`src/rtl/stereolbm_deadlock_report_unit.sv`:
```
// stereolbm_deadlock_report_unit: latches a deadlock when a non-zero monitor block pattern stays constant for PERSIST cycles; ports clock/reset, mon_block/all_idle/clear in, deadlock/deadlock_pulse/snapshot/first_idx/event_cnt out; STEREOLBM_DLK_AUTOCLR_EN lets idle/unblocked release DEADLOCK
module stereolbm_deadlock_report_unit #(
  parameter int NUM_MON = 12,
  parameter int PERSIST = 1024,
  parameter int CNT_W = 16,
  parameter int IDX_W = 6
) (
  input  logic               clock,
  input  logic               reset,
  input  logic [NUM_MON-1:0] mon_block,
  input  logic               all_idle,
  input  logic               clear,
  output logic               deadlock,
  output logic               deadlock_pulse,
  output logic [NUM_MON-1:0] snapshot,
  output logic [IDX_W-1:0]   first_idx,
  output logic [7:0]         event_cnt
);
  typedef enum logic [1:0] {IDLE, ARMING, DEADLOCK} state_t;
  state_t state;
  logic [CNT_W-1:0] cnt;
  logic [IDX_W-1:0] low_idx;
  logic leave;
  always_comb begin
    low_idx = '0;
    for (int i = NUM_MON - 1; i >= 0; i--) low_idx = snapshot[i] ? IDX_W'(i) : low_idx;
  end
`ifdef STEREOLBM_DLK_AUTOCLR_EN
  assign leave = clear || all_idle || mon_block == '0;
`else
  assign leave = clear;
`endif
  always_ff @(posedge clock) begin
    if (reset) begin
      state <= IDLE;
      cnt <= '0;
      deadlock <= 1'b0;
      deadlock_pulse <= 1'b0;
      snapshot <= '0;
      first_idx <= '0;
      event_cnt <= '0;
    end else begin
      deadlock_pulse <= 1'b0;
      case (state)
        IDLE: if (mon_block != '0 && !all_idle) begin
          state <= ARMING;
          snapshot <= mon_block;
          cnt <= '0;
        end
        ARMING: if (all_idle || mon_block == '0) begin
          state <= IDLE;
          cnt <= '0;
        end else if (mon_block != snapshot) begin
          snapshot <= mon_block;
          cnt <= '0;
        end else if (cnt == CNT_W'(PERSIST - 1)) begin
          state <= DEADLOCK;
          deadlock <= 1'b1;
          deadlock_pulse <= 1'b1;
          event_cnt <= event_cnt + {7'd0, event_cnt != 8'hff};
          first_idx <= low_idx;
        end else begin
          cnt <= cnt + 1'b1;
        end
        DEADLOCK: if (leave) begin
          state <= IDLE;
          deadlock <= 1'b0;
        end
        default: state <= IDLE;
      endcase
    end
  end
endmodule

```
`config.mk`:
```
export PLATFORM = sky130hd
export DESIGN_NAME = stereolbm_deadlock_report_unit
export DESIGN_NICKNAME = d
export VERILOG_FILES = /design/src/rtl/stereolbm_deadlock_report_unit.sv
export SDC_FILE = /design/constraint.sdc
export NUM_CORES = 1
export LEC_CHECK = 0
export ABC_AREA = 1
export BUFFER_PORTS_ARGS = -buffer_cell sky130_fd_sc_hd__buf_2
export CORE_AREA = 2 2 103 105
export DETAILED_ROUTE_END_ITERATION = 7
export DIE_AREA = 0 0 105 107
export PLACE_DENSITY = 0.51
export SYNTH_ARGS = -nofsm -noshare
export SYNTH_HDL_FRONTEND = slang
export SYNTH_SLANG_ARGS = --single-unit
```
`constraint.sdc`:
```
create_clock -name clock -period 4.53 [get_ports clock]
set_input_delay 0.906 -clock clock [delete_from_list [all_inputs] [get_ports clock]]
set_output_delay 0.906 -clock clock [all_outputs]
set_load 0.02 [all_outputs]
```
# Word-level counts from Yosys, hierarchy flattened
# Index checks and enable logic that the tools add are counted.
[totals] word_cells=73 ff_bits=46
[op_classes] muxes=33 add_sub_neg=2 n_reduce_logical=14 n_eq_ne=14 bitwise=3
[ops] operator="2-to-1 mux 16 bit" count=4
[ops] operator="2-to-1 mux 4 bit" count=12
[ops] operator="2-to-1 mux 12 bit" count=3
[ops] operator="one-hot mux 16 bit (2 select lines)" count=1
[ops] operator="one-hot mux 12 bit (2 select lines)" count=1
[ops] operator="adder 16 x 1 -> 16 bit (second input constant)" count=1
[ops] operator="== test 16 x 10 -> 1 bit (second input constant)" count=1
[ops] operator="logical NOT 12 bit" count=1
[ops] operator="!= test 12 bit" count=1
[ops] operator="!= test 2 bit (second input constant)" count=6
[ops] operator="AND reduction 4 bit" count=3
[ops] operator="nonzero test 12 bit" count=1
[ops] operator="2-to-1 mux 2 bit" count=5
[ops] operator="adder 8 x 1 -> 8 bit" count=1
[ops] operator="!= test 8 bit (second input constant)" count=1
[ops] operator="!= test 3 bit (second input constant)" count=2
[ops] operator="one-hot mux 2 bit (3 select lines)" count=1
[ops] operator="2-to-1 mux 1 bit" count=5
[ops] operator="AND reduction 5 bit" count=1
[ops] operator="!= test 4 bit (second input constant)" count=1
[ops] operator="nonzero test 2 bit" count=2
[ops] operator="OR reduction 4 bit" count=1
[ops] operator="inverter 1 bit" count=3
[ops] operator="AND reduction 3 bit" count=1
[ops] operator="other kinds (7)" count=7

# Logic depth before layout (Yosys ltp)
[logic_depth] word_depth=12 mapped_depth=13 depth_no_buf=13

# Least setup slack after synthesis
# OpenSTA, ideal clock, no wires.
[synth_path] kind="input to register" startpoint="in mon_block[6]" endpoint="reg cnt[0]" t_arrival_ps=1996 path_stages=9 path_slack_ps=2419 cell_sequence="xor2_1 -> nor2_1 -> nand2_1 -> nor2_4 -> nand3_2 -> buf_6 -> buf_8 -> a21oi_1 -> nor2_1"
[synth_via] elab_chain_cells=4 word_cells_on_any_way=11
[synth_lines] element="from (decl)" line_no="10" text="input logic [NUM_MON-1:0] mon_block,"
[synth_lines] element="!= test 12 bit, or another cell as far along" line_no="53" text="end else if (mon_block != snapshot) begin"
[synth_lines] element="2-to-1 mux 16 bit, or another cell as far along" line_no="53"
[synth_lines] element="2-to-1 mux 16 bit, or another cell as far along" line_no="50" text="ARMING: if (all_idle || mon_block == '0) begin"
[synth_lines] element="one-hot mux 16 bit (2 select lines) or AND reduction 3 bit (tied branches)"
[synth_lines] element="to (signal assigned)" line_no="63" text="cnt <= cnt + 1'b1;"
[synth_lines] element="to (decl)" line_no="21" text="logic [CNT_W-1:0] cnt;"
# Parallel ways exist; a longest one is shown, timed or not.
# A chain may end at the register's enable or synchronous reset.

# Final worst setup path
[layout_path] startpoint="in mon_block[0]" endpoint="reg cnt[7]"
# The elaborated chain is that of the path after synthesis.

==> metrics.md <==
| Metric | Value |
|---|---|
| I/O pin cnt | `44` |
| Remaining Overflow, GRT | `0` |
| Bufs and invs on worst path | `3` |
| Ys async rst share | `0%` |
| Syn avg cell area | `around 6.3 µm²` |
| EDFF count, synth | `0` |
| Clock skew | `a little over 0.008 ns` |
| Site Rows | `37` |
| Pre-CTS setup slack | `1.576 ns` |
| YS warnings | `0` |
| Routed wire length | `6.888 mm` |
| Synth Flop Type | `dfxtp_1` |
| Max_cap viols | `0` |
| P_int | `around 0.54 mW` |
| Pin count of the biggest net entering global routing | `25` |
| Antenna violations before repair | `0` |
| Sequential Area | `a little under 900 µm²` |
| Least-Margin Pin Slew | `0.9773 ns` |
| Hold path startpoint | `first_idx[1]` |
| Resize count post-CTS | `0` |
| Peak VDD IR | `119.6 µV` |
| CTS tree | `yes` |
| Die width | `105 µm` |
| Core area | `10090 µm²` |
| Reg clk slew, reported paths | `about 0.080 ns` |
| Leading cell type in the layout, fill and taps excluded | `nand2_1` |
| CTS buffer count | `5` |
| Final setup violation count | `0` |
| RR Startpoint | `cnt[0]` |
| Pre-antenna DRT Iters | `4` |
| Routed vias/inst | `4.472` |
| Unique cell type count in the Yosys netlist | `32` |
| Clock tree buffer depth | `2` |
| Setup crit start | `mon_block[0]` |
| Worst hold margin | `roughly 0.5 ns` |
| Antenna cells | `0` |
| Die footprint | `11240 µm²` |
| Post-Synthesis Cells | `427` |
| WS Path Type | `in -> reg` |
| Crit path capture type | `register` |
| Die H | `107 µm` |
| P&R area growth vs syn | `14.32%` |
| CP Max Fanout | `12` |
| Nets | `roughly 480` |
| Clock root buffer | `clkbuf_8` |
| Post-CTS Hold Fix Bufs | `0` |
| Min cycle time layout | `2.684 ns` |
| Clock latency at the later pin of the worst-skew pair | `~0.30 ns` |
| Power Density | `250.1 nW/µm²` |
| Clock share of power | `32.3%` |
| CP dominant cell by count | `nand2_1` |
| RSZ-0062 raised after global routing | `false` |
| Post-CTS Setup Inserts | `0` |
| Seq cells post-synth | `between 40 and 50` |
| Tot Pwr | `0.7695 mW` |
| WL per Instance | `11.44 µm` |
| H-tree levels | `2` |
| Final Max Slew Viols | `0` |
| Part of the power in combinational logic | `14.5%` |
| WHS Path Cells | `2` |
| Critical path depth | `12` |
| Routed via count | `2692` |
| Top cell type's share of synthesized area | `between 30% and 40%` |
| Post-route antenna net violation count | `0` |
| HPWL after DPL | `5.279 mm` |
| Worst relative slew slack | `34.85%` |
| Fmax | `0.3725 GHz` |
| Area of the multi-input gates | `1519 µm²` |
| # fillers | `1199` |
| Cell area after synthesis | `2691 µm²` |
| Top cells by area, synth | `dfxtp_1, nand2_1, nor2_1, nand3_1, inv_1` |
| Post-route DRC | `0` |
| Critical path launch point type | `input port` |
| Critical Path RT | `4.73 ns` |
| Global-route wire length before repair | `11.80 mm` |
| # port buffers | `41` |
| Sw Ratio | `between 20 and 30%` |
| Initial drt markers | `approximately 110` |
| Initial core utilization | `26.67%` |
| Final hold viol count | `0` |
| Sequential fraction of design power | `a little over half` |
| Data arrival, critical path | `roughly 2.9 ns` |
| Critical Path Max Stage Delay | `0.78 ns` |
| Status | `completed` |
| Hold Path Class | `reg -> reg` |
| RePlAce Congestion | `0.8692` |
| Final period utilization | `59.25%` |
| Slowest cell on crit path | `a21oi_1` |
| Clock sink count | `between 40 and 50` |
| P_sw | `0.2290 mW` |
| Sum Neg Setup Slack | `0 ns` |
| CP cell instances | `buf_2, inv_1, nand2_1, nor3_1, nand2_1, nand2_2, a21oi_1, nand2_2, nand2_1, nand2_1, nand2_1, inv_1` |
| Commonest non-fill, non-tap cells in the layout | `nand2_1, nor2_1, inv_1` |
| Leading area contributor after synthesis | `dfxtp_1` |
| Total track usage | `12.69%` |
| Share of layout cells above drive strength 1 | `between 10% and 20%` |
| Register area share after synthesis | `between 30% and 40%` |
| Crit path max-delay family | `simple AND/OR/NAND/NOR gates` |
| Pleak | `about 1.4 nW` |
| Final worst setup slack | `roughly 1.8 ns` |
| Vias in the first global route | `2571` |
| R2R depth | `11` |
[cells in the mapped netlist (2+ instances only)]
cell type,number
inv_1,51
xor2_1,12
nor2_4,4
buf_6,2
nand3_1,40
nand3_2,2
buf_2,2
nor3_1,6
nor2_1,63
clkbuf_1,3
xnor2_1,4
o21ai_1,2
o21ai_0,17
nand4_1,7
buf_4,3
nand2_2,3
nor2_2,4
inv_2,6
nand2_1,117
a21oi_1,22
ha_1,3
dfxtp_1,44
[power groups by stage]
stage               Sequential (mW)  Combinational, mW  Clock (mW)
global route                  0.412              0.128       0.279
global placement              0.419              0.112           0
detailed placement            0.419              0.113           0
CTS                           0.410              0.114       0.260
floorplan                     0.426             0.0713           0
finish                        0.410              0.112       0.248
[worst reg2reg max path: stages (launching register included)]
cell     delay, ns
dfxtp_1       0.36
ha_1          0.19
nand2_1       0.08
nor2_2        0.21
nand2_1       0.19
nor2_1        0.15
nand3_2       0.37
nand2_2       0.35
nand2_1       0.18
nand2_1       0.12
nand2_1       0.05
inv_1         0.04
[state kept, by name (all words and copies together) (netlist names)]
register / cells
snapshot: 12
cnt: 16
deadlock: 1
first_idx: 4
state: 2
deadlock_pulse: 1
event_cnt: 8
[cell type report]
| type | instances | area share, % |
|---|---|---|
| inverters | 57 | 6.954 |
| repair buffers | 41 | 6.669 |
| multi-input cells | 316 | 49.37 |
| clock buffers | 5 | 2.237 |
| well taps | 136 | 5.531 |
| flip-flops and latches | 44 | 28.63 |
| clock inverters | 3 | 0.6100 |
[worst paths after layout]
path,end,slack (ns)
setup / recovery,cnt[7],1.85
hold / removal,first_idx[1],0.50
setup reg to reg,cnt[7],2.19
hold reg to reg,first_idx[1],0.50
[layer usage]
layer	global-route usage (%)	wire length (µm)	up-vias
met1	15.94	3254	1220
met4	3.143	40	0
met3	2.188	228	2
li1	-	-	1420
met2	22.54	3365	50
met5	0	0	-
[cell families after synthesis]
| logic type | after synthesis | synth area share [%] |
|---|---|---|
| AOI/OAI and AO/OA | 46 | 9.020 |
| xor gates and xnor gates | 16 | 5.207 |
| adders and majority gates | 3 | 1.395 |
| buffers and inverters | 68 | 10.97 |
| DFF | 44 | 32.73 |
| other | 1 | 0.1393 |
| and+or+nand+nor | 249 | 40.54 |
[per-stage QoR]
step,area [µm²],std cells,utilization [%]
after floorplan,2695,428,-
after global placement,2989,594,29.62
after detailed placement,2989,594,29.62
after CTS,3077,602,30.49
after global routing,3077,602,30.49
final,3077,602,30.49
Note: power is estimated with default switching activity, not from simulation.
